===== config.mk =====
export PLATFORM = sky130hd
export DESIGN_NAME = fetch_unit_flat
export DESIGN_NICKNAME = d
export VERILOG_FILES = /design/src/rtl/pipeline_pkg.sv /design/src/rtl/fetch_unit_if.sv /design/src/rtl/fetch_unit_if_id_reg.sv /design/src/rtl/fetch_unit.sv /design/src/flat_wrapper.sv
export SDC_FILE = /design/constraint.sdc
export NUM_CORES = 1
export LEC_CHECK = 0
export BUFFER_PORTS_ARGS = -buffer_cell sky130_fd_sc_hd__buf_2
export CORE_AREA = 2 2 167 169
export CTS_BUF_LIST = sky130_fd_sc_hd__clkbuf_4 sky130_fd_sc_hd__clkbuf_8
export CTS_CLUSTER_SIZE = 24
export DETAILED_ROUTE_END_ITERATION = 10
export DIE_AREA = 0 0 169 171
export PLACE_DENSITY = 0.68
export SYNTH_ARGS = -nofsm -noshare
export SYNTH_HDL_FRONTEND = slang
export SYNTH_SLANG_ARGS = --single-unit

===== constraint.sdc =====
create_clock -name clk -period 5.4 [get_ports clk]
set_clock_uncertainty 0.2 [all_clocks]
set_input_delay 0.27 -clock clk [delete_from_list [all_inputs] [get_ports clk]]
set_output_delay 0.27 -clock clk [all_outputs]
set_load 0.02 [all_outputs]

===== src/rtl/pipeline_pkg.sv =====
// rtl/pipeline_pkg.sv - shared fetch-stage types and constants
package pipeline_pkg;

  localparam logic [31:0] NOP_INSTR        = 32'h0000_0013;
  localparam logic [31:0] DEFAULT_RESET_PC = 32'h0000_0000;

  typedef enum logic [1:0] {
    REQ  = 2'd0,
    WAIT = 2'd1,
    HOLD = 2'd2
  } fetch_state_t;

endpackage


===== src/rtl/fetch_unit_if.sv =====
// rtl/fetch_unit_if.sv - instruction memory req/gnt + rvalid handshake
interface fetch_unit_if #(
  parameter int XLEN = 32
);

  logic            ImemReq;
  logic [XLEN-1:0] ImemAddr;
  logic            ImemGnt;
  logic            ImemRValid;
  logic [31:0]     ImemRData;

  modport master (
    output ImemReq,
    output ImemAddr,
    input  ImemGnt,
    input  ImemRValid,
    input  ImemRData
  );

  modport slave (
    input  ImemReq,
    input  ImemAddr,
    output ImemGnt,
    output ImemRValid,
    output ImemRData
  );

endinterface


===== src/rtl/fetch_unit_if_id_reg.sv =====
// rtl/fetch_unit_if_id_reg.sv - IF/ID pipeline register with load/stall/flush/bubble
module if_id_reg
  import pipeline_pkg::*;
#(
  parameter int XLEN = 32
) (
  input  logic            clk,
  input  logic            rst_n,
  input  logic            load_i,
  input  logic            stall_i,
  input  logic            flush_i,
  input  logic [31:0]     instr_i,
  input  logic [XLEN-1:0] pc_i,
  output logic [31:0]     instr_o,
  output logic [XLEN-1:0] pc_o,
  output logic [XLEN-1:0] pc_plus4_o,
  output logic            valid_o
);

  logic [31:0]     instr_q, instr_d;
  logic [XLEN-1:0] pc_q, pc_d;
  logic [XLEN-1:0] pc4_q, pc4_d;
  logic            valid_q, valid_d;

  // Flush and bubble only kill the instruction; PCD/PCPlus4D keep their last values.
  always_comb begin
    instr_d = instr_q;
    pc_d    = pc_q;
    pc4_d   = pc4_q;
    valid_d = valid_q;
    if (flush_i) begin
      instr_d = NOP_INSTR;
      valid_d = 1'b0;
    end else if (!stall_i) begin
      if (load_i) begin
        instr_d = instr_i;
        pc_d    = pc_i;
        pc4_d   = pc_i + XLEN'(4);
        valid_d = 1'b1;
      end else begin
        instr_d = NOP_INSTR;
        valid_d = 1'b0;
      end
    end
  end

  always_ff @(posedge clk or negedge rst_n) begin
    if (!rst_n) begin
      instr_q <= NOP_INSTR;
      pc_q    <= '0;
      pc4_q   <= '0;
      valid_q <= 1'b0;
    end else begin
      instr_q <= instr_d;
      pc_q    <= pc_d;
      pc4_q   <= pc4_d;
      valid_q <= valid_d;
    end
  end

  assign instr_o    = instr_q;
  assign pc_o       = pc_q;
  assign pc_plus4_o = pc4_q;
  assign valid_o    = valid_q;

endmodule


===== src/rtl/fetch_unit.sv =====
// rtl/fetch_unit.sv - RV32I fetch stage: PCF, single-outstanding imem fetch, IF/ID
module fetch_unit
  import pipeline_pkg::*;
#(
  parameter int              XLEN     = 32,
  parameter logic [XLEN-1:0] RESET_PC = XLEN'(DEFAULT_RESET_PC)
) (
  input  logic            clk,
  input  logic            rst_n,
  input  logic            StallF,
  input  logic            StallD,
  input  logic            FlushD,
  input  logic            PCSrcE,
  input  logic [XLEN-1:0] PCTargetE,
  fetch_unit_if.master    imem,
  output logic [31:0]     InstrD,
  output logic [XLEN-1:0] PCD,
  output logic [XLEN-1:0] PCPlus4D,
  output logic            ValidD,
  output logic            FetchBusy
);

  fetch_state_t    state_q, state_d;
  logic [XLEN-1:0] pcf_q, pcf_d;
  logic [XLEN-1:0] pcreq_q, pcreq_d;
  logic [XLEN-1:0] hold_pc_q, hold_pc_d;
  logic [31:0]     hold_instr_q, hold_instr_d;
  logic            kill_q, kill_d;

  logic            req;
  logic            fire;
  logic            load;
  logic [31:0]     load_instr;
  logic [XLEN-1:0] load_pc;

  // rst_n gates the request so nothing is issued while reset is held.
  assign req            = rst_n & (state_q == REQ) & ~StallF & ~PCSrcE;
  assign fire           = req & imem.ImemGnt;
  assign imem.ImemReq   = req;
  assign imem.ImemAddr  = pcf_q;
  assign FetchBusy      = (state_q != REQ);

  always_comb begin
    state_d      = state_q;
    pcf_d        = pcf_q;
    pcreq_d      = pcreq_q;
    kill_d       = kill_q;
    hold_pc_d    = hold_pc_q;
    hold_instr_d = hold_instr_q;
    load         = 1'b0;
    load_instr   = imem.ImemRData;
    load_pc      = pcreq_q;

    unique case (state_q)
      REQ: begin
        if (fire) begin
          pcreq_d = pcf_q;
          pcf_d   = pcf_q + XLEN'(4);
          state_d = WAIT;
        end
      end
      WAIT: begin
        if (imem.ImemRValid) begin
          kill_d  = 1'b0;
          state_d = REQ;
          // A flushed response is dropped rather than parked in the hold buffer.
          if (!(kill_q | PCSrcE | FlushD)) begin
            if (!StallD) begin
              load = 1'b1;
            end else begin
              hold_instr_d = imem.ImemRData;
              hold_pc_d    = pcreq_q;
              state_d      = HOLD;
            end
          end
        end else if (PCSrcE) begin
          kill_d = 1'b1;
        end
      end
      HOLD: begin
        load_instr = hold_instr_q;
        load_pc    = hold_pc_q;
        if (PCSrcE | FlushD) begin
          state_d = REQ;
        end else if (!StallD) begin
          load    = 1'b1;
          state_d = REQ;
        end
      end
      default: state_d = REQ;
    endcase

    if (PCSrcE) begin
      pcf_d = PCTargetE;
    end
  end

  always_ff @(posedge clk or negedge rst_n) begin
    if (!rst_n) begin
      state_q      <= REQ;
      pcf_q        <= RESET_PC;
      pcreq_q      <= '0;
      kill_q       <= 1'b0;
      hold_pc_q    <= '0;
      hold_instr_q <= '0;
    end else begin
      state_q      <= state_d;
      pcf_q        <= pcf_d;
      pcreq_q      <= pcreq_d;
      kill_q       <= kill_d;
      hold_pc_q    <= hold_pc_d;
      hold_instr_q <= hold_instr_d;
    end
  end

  if_id_reg #(
    .XLEN(XLEN)
  ) u_if_id (
    .clk       (clk),
    .rst_n     (rst_n),
    .load_i    (load),
    .stall_i   (StallD),
    .flush_i   (FlushD),
    .instr_i   (load_instr),
    .pc_i      (load_pc),
    .instr_o   (InstrD),
    .pc_o      (PCD),
    .pc_plus4_o(PCPlus4D),
    .valid_o   (ValidD)
  );

endmodule


===== src/flat_wrapper.sv =====
// flat-port wrapper written by rule: the top's interface ports become plain ports
module fetch_unit_flat import pipeline_pkg::*;
#(
  parameter int              XLEN     = 32,
  parameter logic [XLEN-1:0] RESET_PC = XLEN'(DEFAULT_RESET_PC)
)
  (clk, rst_n, StallF, StallD, FlushD, PCSrcE, PCTargetE, InstrD, PCD, PCPlus4D, ValidD, FetchBusy, imem_ImemReq, imem_ImemAddr, imem_ImemGnt, imem_ImemRValid, imem_ImemRData);
  fetch_unit_if #(.XLEN(XLEN)) imem_i ();
  input  logic clk;
  input  logic rst_n;
  input  logic StallF;
  input  logic StallD;
  input  logic FlushD;
  input  logic PCSrcE;
  input  logic [XLEN-1:0] PCTargetE;
  output logic [31:0] InstrD;
  output logic [XLEN-1:0] PCD;
  output logic [XLEN-1:0] PCPlus4D;
  output logic ValidD;
  output logic FetchBusy;
  output wire logic [$bits(imem_i.ImemReq)-1:0] imem_ImemReq;
  output wire logic [$bits(imem_i.ImemAddr)-1:0] imem_ImemAddr;
  input wire logic [$bits(imem_i.ImemGnt)-1:0] imem_ImemGnt;
  input wire logic [$bits(imem_i.ImemRValid)-1:0] imem_ImemRValid;
  input wire logic [$bits(imem_i.ImemRData)-1:0] imem_ImemRData;
  assign imem_ImemReq = imem_i.ImemReq;
  assign imem_ImemAddr = imem_i.ImemAddr;
  assign imem_i.ImemGnt = imem_ImemGnt;
  assign imem_i.ImemRValid = imem_ImemRValid;
  assign imem_i.ImemRData = imem_ImemRData;
  fetch_unit #(.XLEN(XLEN), .RESET_PC(RESET_PC)) u_core (.clk(clk), .rst_n(rst_n), .StallF(StallF), .StallD(StallD), .FlushD(FlushD), .PCSrcE(PCSrcE), .PCTargetE(PCTargetE), .imem(imem_i), .InstrD(InstrD), .PCD(PCD), .PCPlus4D(PCPlus4D), .ValidD(ValidD), .FetchBusy(FetchBusy));
endmodule

# [Yosys cells after proc, flatten, opt, wreduce, memory -nomap -nowiden]
# Cells that the tools add are included.
[word_totals] ff_bits=228 output_inout_bits=131
[classes] n_mux=25 add_sub_neg=2 reduce_logical=11 n_bitwise=12 eq_ne=6
[ops] cell="two-way mux 32 bit" count=8
[ops] cell="adder 32 x 3 -> 32 bit, second input constant" count=2
[ops] cell="two-way mux 2 bit" count=6
[ops] cell="two-way mux 1 bit" count=9
[ops] cell="nonzero test 2 bit" count=4
[ops] cell="one-hot mux 2 bit (3 select lines)" count=1
[ops] cell="AND reduction 2 bit" count=3
[ops] cell="AND reduction 3 bit" count=2
[ops] cell="NOT 1 bit" count=5
[ops] cell="bitwise AND 1 bit" count=4
[ops] cell="!= test 2 x 1 -> 1 bit, second input constant" count=2
[ops] cell="AND reduction 4 bit" count=1
[ops] cell="!= test 3 x 2 -> 1 bit, second input constant" count=1
[ops] cell="OR 1 bit" count=3
[ops] cell="equality test 2 x 1 -> 1 bit, second input constant" count=1
[ops] cell="equality test 2 bit, second input constant" count=1
[ops] cell="zero test 2 bit" count=1
[ops] cell="!= test 2 bit, second input constant" count=1
[ops] cell="one-hot mux 1 bit (2 select lines)" count=1

# [Depth between registers and ports, before layout]
# Gate-level depths: netlist of the first run.
[logic_depth] ltp_word=8 depth_mapped=13 ltp_nobuf=9

# [Hierarchy]
# From an unflattened synthesis of the first run, not the netlist that was laid out.
[unflattened] hier_cells=1012 hier_area_um2=10736.5
[by_module_without_submodules] mod="fetch_unit" instances=1 seq_area_each_um2=3278.1 cells_per_inst=605 area_per_inst_um2=6607.6
[by_module_without_submodules] mod="if_id_reg" instances=1 seq_area_each_um2=2381.0 cells_per_inst=407 area_per_inst_um2=4129.0

# [Worst setup path after synthesis of the first run]
# Ideal clock, no wire load.
[synth_timing] kind="reg2reg" startpoint="register u_core.state_q[0]" endpoint="register u_core.u_if_id.pc4_q[22], in the netlist u_core.u_if_id.pc_plus4_o[22]" synth_period_minus_slack_ns=2.941 required_ns=5.051 setup_slack_ns=2.459 stages_incl_launch_ff=14 arrival_time_ns=2.592 path_cell_list="dfrtp_1 > inv_1 > ha_1 > buf_2 > buf_2 > buf_4 > buf_2 > mux2_2 > ha_1 > nand4_1 > a21oi_1 > nand4_1 > o21ai_0 > o311ai_0"
[synth_between] elab_chain_cells=3 word_cells_on_any_way=6
[synth_lines] element="start: declaration" line_no="fetch_unit.sv:23" source="fetch_state_t state_q, state_d;"
[synth_lines] element="start signal: assignment" line_no="fetch_unit.sv:107" source="state_q <= state_d;"
[synth_lines] element="equality test 2 bit" line_no="fetch_unit.sv:54" source="unique case (state_q)"
[synth_lines] element="two-way mux 32 bit" line_no="fetch_unit.sv:54"
[synth_lines] element="via u_core.load_pc[3]" line_no="fetch_unit.sv:34" source="logic [XLEN-1:0] load_pc;"
[synth_lines] element="adder 32 x 3 -> 32 bit" line_no="fetch_unit_if_id_reg.sv:38" source="pc4_d = pc_i + XLEN'(4);"
[synth_lines] element="end signal: assignment" line_no="fetch_unit_if_id_reg.sv:56" source="pc4_q <= pc4_d;"
[synth_lines] element="end: declaration" line_no="fetch_unit_if_id_reg.sv:22" source="logic [XLEN-1:0] pc4_q, pc4_d;"
# The timed path passes the listed nets, and every way through them passes these cells.
# A chain may end at the register's enable or synchronous reset.

# [Worst setup path in the final report of the first run]
[layout_timing] startpoint="register u_core.state_q[0]" endpoint="register u_core.u_if_id.pc4_q[22], in the netlist u_core.u_if_id.pc_plus4_o[22]"
[layout_between] elab_chain_cells=3 word_cells_on_any_way=6
[layout_lines] element="equality test 2 bit or equality test 2 x 1 -> 1 bit (tied branches)" line_no="fetch_unit.sv:54"
[layout_lines] element="two-way mux 32 bit or one-hot mux 1 bit (2 select lines) (tied branches)" line_no="fetch_unit.sv:54"
[layout_lines] element="adder 32 x 3 -> 32 bit or AND reduction 3 bit (tied branches)"
# Parallel ways exist; a longest one is shown, timed or not.

==> reports/results.ini, run 1 <==
[worst_setup_path]
worstSetupStartpointType = flop
crit_fanout = 53
reg2reg_setup_slack_ps = 1860
cp-end-kind = flop
worstSetupPathType = flop to flop
critPathArrivalTime_ps = 3760
rr_worst_depth = 7
required_ps = 5620

[yosys]
synthCells = 1047
synth.area.top_cells = dfrtp_1 (52%), nand2_1 (8.6%), mux2_2 (7.7%)
yosysSeqAreaShare_pct = 52.8
synth_ff_type = dfrtp_1
synth_nets = 1125
synth_top_area_share_pct = 52.0
synth_edf_count = 0
syn_area_per_cell_um2 = 10.2
ys_warn_count = 0
yosys-top-cells-count = nand2_1 (245), dfrtp_1 (223), o21ai_0 (96)
yosysTopAreaCell = dfrtp_1
synth-async-reset-ratio_pct = 100
ys_seq_elements = 226
netlist_area_mm2 = 0.0107
yosysMostFrequentCell = nand2_1
synth.distinct_cells = 63

[die]
dieWidth_um = 169
io_pins = 203
initial_core_util_pct = 39.3
core_area_mm2 = 0.0273
row_count = 61
die_h_um = 171
dieArea_mm2 = 0.0289

[global_route]
grt_pass1_wl_um = 46800
grtUsageTotal_pct = 20.1
antenna_found_initial = 1
grt_max_degree = 99
grt_pass1_vias = 8780
gr-total-overflow = 0

[place]
postPlaceCellArea_mm2 = 0.0120
io_buffer_count = 202
place.gp.congestion = 0.823
dp_hpwl_um = 19500

[sta]
hold_slack_ps = 131
hold_viol = 0
fin_crit_sh_pct = 65.5
fin_setup_tns_ps = 0
slew_violations = 0
relSlewSlack_pct = 21.5
rsz0062_at_grt = false
worstMarginPinSlew_ps = 1170
layout_min_cycle_time_ps = 3540
setup_viol_count_final = 0
max_freq_ghz = 0.283

[detailed_routing]
wl_um = 29200
drc = 0
ant_nets = 0
post_drt_via_cell_ratio = 5.25
firstDrtPassIters = 5
vias = 8892
routedWlPerCell_um = 17.3
drtIter0Drc = 716

[cts]
insertion_delay_ps = 530
cts_buffer_depth = 3
cts_made_buffers = 39
cts_tree = done
clk_pin_slew_ps = 60
cts_post_setup_buffers_inserted = 0
cts.sinks = 226
cts_resized = 0
htree_levels = 2
cts_root_buf = clkbuf_8

[finish]
final_area_mm2 = 0.0137
nets = 1394
areaGrowthSynthToFinish_pct = 27.4
drive_gt1_share_pct = 27.7

[power_and_ir_drop]
power.density_mw_per_mm2 = 450
vdd_drop_max_uv = 211
p_leak_nw = 6.51

[run_status]
outcome = completed

[min_path]
hold_class = primary input to asynchronous set/reset pin

[job]
maxCapViolCount = 0

## placed cells by master (no fill, tap or decap), types with 12 or more instances in the layout
master         instances
buf_2                201
nand3b_1              15
nand2_1              243
dfrtp_1              223
o211ai_1              14
nor2_1                33
dlygate4sd3_1         73
o21ai_0               96
mux2i_1               60
a21oi_1               20
clkbuf_4              12
clkbuf_8              53
inv_1                 15
o311ai_0              14
nand4_1               15
mux2_2                73
nand3_1               27
## metrics by stage
stage | std cells | total power [mW] | utilization [%] | setup WS (ps)
floorplan | 1047 | 3.67 | - | 2460
finish | 1693 | 6.15 | 50.0 | 1860
detailed placement | 1548 | 4.36 | 44.0 | 1860
CTS | 1692 | 6.21 | 50.0 | 1840
global placement | 1548 | 4.30 | 44.0 | 1890
global route | 1693 | 6.53 | 50.0 | 1550
## area by class of cell
cell class | count | area [µm²]
inverters | 15 | 56.3
flip-flops and latches | 226 | 5660
clock inverters | 6 | 88.8
repair buffers | 286 | 1830
clock buffers | 65 | 820
fillers | 2536 | 13700
multi-input cells | 748 | 4770
well taps | 346 | 433
diodes | 1 | 2.50
## critical path, stage by stage, from the launching register on
cell      delay (ps)
dfrtp_1          400
inv_1            150
ha_4             570
buf_4            410
buf_4            580
o21a_1           650
nand2_1          110
o311ai_0         340
## per-layer routing
layer  share of wire, %  wire, µm  vias to the layer above  GRT usage [%]
met5                  0         0                        -              0
met4                3.0       875                        0           8.06
met3                5.3      1540                       64           3.77
met2                 44     12800                      265           29.2
met1                 48     14000                     4295           29.5
li1                   -         -                     4268              -
## logic make-up (layout without fill, tap and decap cells)
family | after synthesis | in the layout | synth area share (%)
simple gates | 391 | 391 | 17.0
flops | 226 | 226 | 52.8
compound gates | 201 | 201 | 11.9
mux | 133 | 133 | 13.3
buf+inv | 73 | 372 | 3.01
xor+xnor | 17 | 17 | 1.39
fa+ha+maj | 6 | 6 | 0.700
other cells | 0 | 1 | 0
## flip-flops by register name (all words and copies together), names as in the netlist
name,count
u_core.hold_instr_q,32
u_core.hold_pc_q,32
u_core.imem.ImemAddr,32
u_core.pcreq_q,32
u_core.u_if_id.instr_o,32
u_core.u_if_id.pc_o,32
u_core.u_if_id.pc_plus4_o,30
u_core.state_q,2
u_core.kill_q,1
u_core.u_if_id.valid_o,1
## power breakdown
| group | internal (mW) | switching, mW |
|---|---|---|
| Clock | 1.06 | 0.710 |
| Combinational | 0.697 | 1.01 |
| Sequential | 2.21 | 0.463 |
| Total | 3.97 | 2.19 |
## timing repair
action | in CTS | in global routing
endpoints found under the setup margin | 0 | 0
hold buffers | 73 | 0
hold endpoints to repair | 193 | 0
## worst paths after layout
check                                         from                       endpoint
setup reg to reg                 u_core.state_q[0]  u_core.u_if_id.pc_plus4_o[22]
hold / removal                               rst_n        u_core.imem.ImemAddr[9]
min in group clk                            PCSrcE       u_core.imem.ImemAddr[30]
max in group asynchronous                    rst_n        u_core.u_if_id.pc_o[28]
setup / recovery                 u_core.state_q[0]  u_core.u_if_id.pc_plus4_o[22]
hold reg to reg            u_core.u_if_id.pc_o[28]        u_core.u_if_id.pc_o[28]
Note: power is estimated with default switching activity, not from simulation.
==> run 2: changes to the inputs <==
--- a/config.mk
+++ b/config.mk
@@ -11,7 +11,7 @@
 export CTS_CLUSTER_SIZE = 24
 export DETAILED_ROUTE_END_ITERATION = 10
 export DIE_AREA = 0 0 169 171
-export PLACE_DENSITY = 0.68
+export PLACE_DENSITY = 0.71
 export SYNTH_ARGS = -nofsm -noshare
 export SYNTH_HDL_FRONTEND = slang
 export SYNTH_SLANG_ARGS = --single-unit
==> constraint.sdc (replaced) <==
create_clock -name clk -period 3.1 [get_ports clk]
set_clock_uncertainty 0.2 [all_clocks]
set_input_delay 0.155 -clock clk [delete_from_list [all_inputs] [get_ports clk]]
set_output_delay 0.155 -clock clk [all_outputs]
set_load 0.02 [all_outputs]
==> run 2 against run 1 <==
Clock power up 60%. Global-route usage increased by 0.15 points. Maximum frequency grew 20%. Critical path depth stayed put. Critical endpoint is now u_core.imem.ImemAddr[31]. Highest routed layer unchanged.
==> reports/results.ini, run 2 (same netlist as run 1, synthesis figures left out) <==
[run_status]
outcome = completed

[finish]
fill_cells = 2485
multi_input_area_mm2 = 0.00479
final_area_mm2 = 0.0139
nets = 1420
antenna_cells = 0
drive_gt1_share_pct = 28.8
final_common_cell = nand2_1
most-common-layout-cells = nand2_1 (243), dfrtp_1 (223), buf_2 (201)
areaGrowthSynthToFinish_pct = 29.2
regArea_mm2 = 0.00566

[detailed_routing]
drtIter0Drc = 640
post_drt_via_cell_ratio = 5.32
wl_met3_um = 1780
ant_nets = 0
drc = 0
wl_met2_um = 13100
vias = 9135
firstDrtPassIters = 6
wl_um = 29800
wl_met1_um = 14000
highest_layer = met4
routedWlPerCell_um = 17.4

[worst_setup_path]
required_ps = 3370
critPathLaunch = u_core.state_q[0]
worstSetupPathType = flop to flop
worst-path-buf-inv = 2
setup.worst_path.end = u_core.imem.ImemAddr[31]
cp-end-kind = flop
critPathArrivalTime_ps = 3210
critPathTopFamily = simple AND/OR/NAND/NOR gates
worstSetupStartpointType = flop
rr_worst_depth = 7
cp_cell_sequence = inv_1, ha_1, and4bb_1, nand3_2, or3_1, o311ai_1, dlygate4sd3_1
crit_fanout = 7
worst_r2r_endpoint = u_core.imem.ImemAddr[31]
cp_slowest_cell = dlygate4sd3_1
reg2reg_from = u_core.state_q[0]
cp.depth = 7
reg2reg_setup_slack_ps = 160
cpPeakStageDelay_ps = 590

[sta]
fin_crit_sh_pct = 95.0
max_freq_ghz = 0.340
slew_violations = 0
layout_min_cycle_time_ps = 2940
rsz0062_at_grt = true
relSlewSlack_pct = 50.1
fin_setup_tns_ps = 0
hold_slack_ps = 45.9
worstMarginPinSlew_ps = 728
setup_viol_count_final = 0
hold_viol = 0
setup_slack_ps = 155

[power_and_ir_drop]
p_leak_nw = 6.62
power.density_mw_per_mm2 = 762
vdd_drop_max_uv = 279

[place]
dp_hpwl_um = 20500
postPlaceCellArea_mm2 = 0.0122
pre_cts_ws_ps = 113
place.gp.congestion = 0.921
io_buffer_count = 202

[global_route]
grt_pass1_vias = 8786
antenna_found_initial = 0
gr-total-overflow = 0
grt_pass1_wl_um = 46900
grt_max_degree = 126
grtUsageTotal_pct = 20.2

[cts]
cts_tree = done
cts_made_buffers = 40
insertion_delay_ps = 540
clk_pin_slew_ps = 60
cts_root_buf = clkbuf_8
cts_buffer_depth = 3
htree_levels = 2
cts.sinks = 226

[die]
dieWidth_um = 169
row_count = 61
dieArea_mm2 = 0.0289
core_area_mm2 = 0.0273
initial_core_util_pct = 39.3
io_pins = 203
die_h_um = 171

[job]
maxCapViolCount = 0

[min_path]
hold_class = primary input to flop

run 2: worst min path at each step:
stage | startpoint | to | cells after the start
floorplan | rst_n | u_core.hold_instr_q[0] | 0
global placement | rst_n | u_core.imem.ImemAddr[9] | 2
detailed placement | rst_n | u_core.imem.ImemAddr[9] | 2
CTS | StallF | u_core.pcreq_q[18] | 4
global route | StallF | u_core.pcreq_q[28] | 4
finish | StallF | u_core.pcreq_q[28] | 4
run 2: through the flow:
stage | power [mW] | util [%] | std cells
final | 10.6 | 50.7 | 1716
after global routing | 11.2 | 50.7 | 1716
after CTS | 10.6 | 50.6 | 1715
after detailed placement | 7.65 | 44.7 | 1566
after global placement | 7.55 | 44.7 | 1566
after floorplan | 6.40 | - | 1047
run 2: worst register-to-register path, stage by stage, from the launching register on:
cell and delay (ps):
dfrtp_1 400, inv_1 140, ha_1 270, and4bb_1 350
nand3_2 190, or3_1 460, o311ai_1 290, dlygate4sd3_1 590
run 2: cell type report:
class	count	share of cell area, %
Clock buffer	65	5.78
Clock inverter	5	0.181
Inverter	15	0.406
Multi-Input combinational cell	748	34.5
Sequential cell	226	40.8
Tap cell	346	3.12
Timing Repair Buffer	311	15.1
run 2: routing by layer:
metal	global-route usage (%)	vias to the layer above
li1	-	4310
met1	29.6	4447
met2	30.1	307
met3	3.56	71
met4	7.40	0
met5	0	-
run 2: timing repair:
action / in CTS / in global routing
resized for setup: 0 / 3
endpoints found under the hold margin: 141 / 0
hold buffers: 79 / 0
setup endpoints to repair: 0 / 11
buffers inserted: 0 / 1
run 2: power by group:
group	internal (mW)	leakage, nW	switching (mW)	total (mW)
Combinational	1.26	3.20	1.77	3.03
Sequential	3.86	2.97	0.835	4.69
Clock	1.63	0.448	1.21	2.84
==> run 3: changes to the inputs <==
--- a/config.mk
+++ b/config.mk
@@ -7,11 +7,11 @@
 export LEC_CHECK = 0
 export BUFFER_PORTS_ARGS = -buffer_cell sky130_fd_sc_hd__buf_2
 export CORE_AREA = 2 2 167 169
-export CTS_BUF_LIST = sky130_fd_sc_hd__clkbuf_4 sky130_fd_sc_hd__clkbuf_8
 export CTS_CLUSTER_SIZE = 24
 export DETAILED_ROUTE_END_ITERATION = 10
 export DIE_AREA = 0 0 169 171
 export PLACE_DENSITY = 0.71
 export SYNTH_ARGS = -nofsm -noshare
 export SYNTH_HDL_FRONTEND = slang
+export SYNTH_HIERARCHICAL = 1
 export SYNTH_SLANG_ARGS = --single-unit
==> run 3 against run 2 <==
Critical path depth is 1 higher. Largest power group unchanged. Combinational power decreased by 44%. Worst hold slack better by 22 ps.
==> reports/results.ini, run 3 <==
[yosys]
yosys-top-cells-count = nand2_1 (265), dfrtp_1 (223), mux2_2 (127)
synth_nets = 1089
synth_top_area_share_pct = 52.0
synth_ff_type = dfrtp_1
syn_area_per_cell_um2 = 10.6
synth-async-reset-ratio_pct = 100
synthCells = 1012
synth_edf_count = 0
yosysMostFrequentCell = nand2_1
netlist_area_mm2 = 0.0107
yosysTopAreaCell = dfrtp_1
synth.distinct_cells = 69
ys_seq_elements = 226
ys_warn_count = 6
synth.area.top_cells = dfrtp_1 (52%), mux2_2 (13%), nand2_1 (9.3%)
yosysSeqAreaShare_pct = 52.7

[power_and_ir_drop]
p_switching_mw = 2.50
power.density_mw_per_mm2 = 628
sequentialPowerShare_pct = 45.3
swShare_pct = 29.1
combPwrFrac_pct = 19.9
power_mw = 8.61
clock_power_share_pct = 34.8
p_leak_nw = 6.78
p_int_mw = 6.10
vdd_drop_max_uv = 356

[place]
io_buffer_count = 202
place.gp.congestion = 0.883
dp_hpwl_um = 19500

[finish]
drive_gt1_share_pct = 32.4
nets = 1352
most-common-layout-cells = nand2_1 (264), dfrtp_1 (223), buf_2 (201)
areaGrowthSynthToFinish_pct = 27.6
final_common_cell = nand2_1

[cts]
insertion_delay_ps = 520
cts_tree = done
cts_made_buffers = 26
clk_pin_slew_ps = 60
cts_root_buf = clkbuf_16
cts.sinks = 226
cts_buffer_depth = 3
htree_levels = 1

[global_route]
grtUsageTotal_pct = 19.8
antenna_found_initial = 0
grt_pass1_wl_um = 46100
gr-total-overflow = 0
grt_max_degree = 86
grt_pass1_vias = 8667

[detailed_routing]
ant_nets = 0
post_drt_via_cell_ratio = 5.37
routedWlPerCell_um = 17.7
wl_um = 29100
drtIter0Drc = 764
drc = 0
firstDrtPassIters = 5
vias = 8813

[min_path]
hold_class = primary input to flop
holdPathStages = 4

[die]
core_area_mm2 = 0.0273
dieArea_mm2 = 0.0289
dieWidth_um = 169
initial_core_util_pct = 39.3
row_count = 61
io_pins = 203
die_h_um = 171

[worst_setup_path]
cp_slowest_cell = dlygate4sd3_1
cp.depth = 8
rr_worst_depth = 8
critPathArrivalTime_ps = 3160
reg2reg_setup_slack_ps = 140
required_ps = 3310
cpPeakStageDelay_ps = 590
critPathTopFamily = simple AND/OR/NAND/NOR gates
worst-path-buf-inv = 2
cp-end-kind = flop
crit_fanout = 19
worstSetupPathType = flop to flop
worstSetupStartpointType = flop
cp_cell_sequence = inv_1, ha_1, and4bb_4, and2_2, nor2_4, o21ai_0, o311ai_0, dlygate4sd3_1

[sta]
fin_setup_tns_ps = 0
rsz0062_at_grt = false
hold_viol = 0
max_freq_ghz = 0.338
layout_min_cycle_time_ps = 2960
relSlewSlack_pct = 29.0
setup_viol_count_final = 0
slew_violations = 0
worstMarginPinSlew_ps = 1070
fin_crit_sh_pct = 95.4

[run_status]
outcome = completed

[job]
maxCapViolCount = 0

[run 3: changes by cell type after synthesis, sizes merged, moves of 11 or more]
cell	previous run	this run
clkbuf	39	27
nand3	28	39
mux2	73	130
buf	19	33
a22o	1	29
mux2i	60	3
nor2	33	21
nand2	245	267
o21ai	97	41
nand3b	15	1
[run 3: power groups by stage]
stage / Combinational (mW) / Sequential, mW / Clock [mW]
CTS: 1.71 / 3.90 / 3.06
finish: 1.71 / 3.90 / 2.99
floorplan: 1.07 / 3.88 / 0
global route: 1.89 / 3.97 / 3.20
detailed placement: 1.63 / 3.95 / 0
global placement: 1.59 / 3.91 / 0
[run 3: cell families (layout without fill, tap and decap cells)]
logic type	after synthesis	after routing	synth area share, %
AO/OA/AOI/OAI	140	140	9.02
multiplexers	133	133	13.9
XOR/XNOR	17	17	1.39
AND/OR/NAND/NOR	418	418	19.1
other	0	1	0
buffers and inverters	73	356	3.29
flip-flops	226	226	52.7
adder cells (fa/ha/maj)	5	5	0.583
[run 3: final cells by class]
class | instances | area (µm²)
antenna | 1 | 2.50
clock buffer | 46 | 847
clock inverter | 2 | 15.0
fill | 2427 | 13600
inverter | 12 | 45.0
multi-input combinational | 713 | 4760
sequential | 226 | 5660
tap | 346 | 433
timing repair buffer | 296 | 1940
[run 3: through the flow]
step	util (%)	cell area [µm²]	setup slack (ps)	std cells	hold slack, ps
finish	50.2	13700	144	1642	68.3
global route	50.1	13700	4.27	1641	84.9
CTS	50.0	13700	11.5	1638	47.6
detailed placement	44.2	12100	23.2	1518	-196
global placement	44.2	12100	185	1518	-195
floorplan	-	10700	298	1012	-341
[run 3: what timing repair did]
item,in CTS,in global routing
setup buffers,0,3
hold endpoints to repair,327,0
hold buffers,72,0
endpoints found under the setup margin,0,46
gates resized for setup,0,2
[run 3: final timing paths]
kind	endpoint	startpoint
max in group asynchronous	u_core/hold_pc_q[5]	rst_n
worst max register to register	u_core/imem.ImemAddr[5]	u_core/state_q[0]
min in group asynchronous	u_core/hold_instr_q[29]	rst_n
worst min-delay path	u_core/pcreq_q[10]	imem_ImemGnt
worst max-delay path	u_core/imem.ImemAddr[5]	u_core/state_q[0]
worst min register to register	u_core/u_if_id/pc_o[25]	u_core/u_if_id/pc_o[25]
[run 3: tightest hold or removal path: stages]
cell and delay (ps):
buf_2 120, and2_2 310, nand2_1 120, nand2_1 50
[run 3: layer usage]
layer  track usage [%]  share of wire [%]
met5                 0                  0
met4              5.13                1.8
met3              3.42                7.0
met2              31.0                 44
met1              28.5                 47
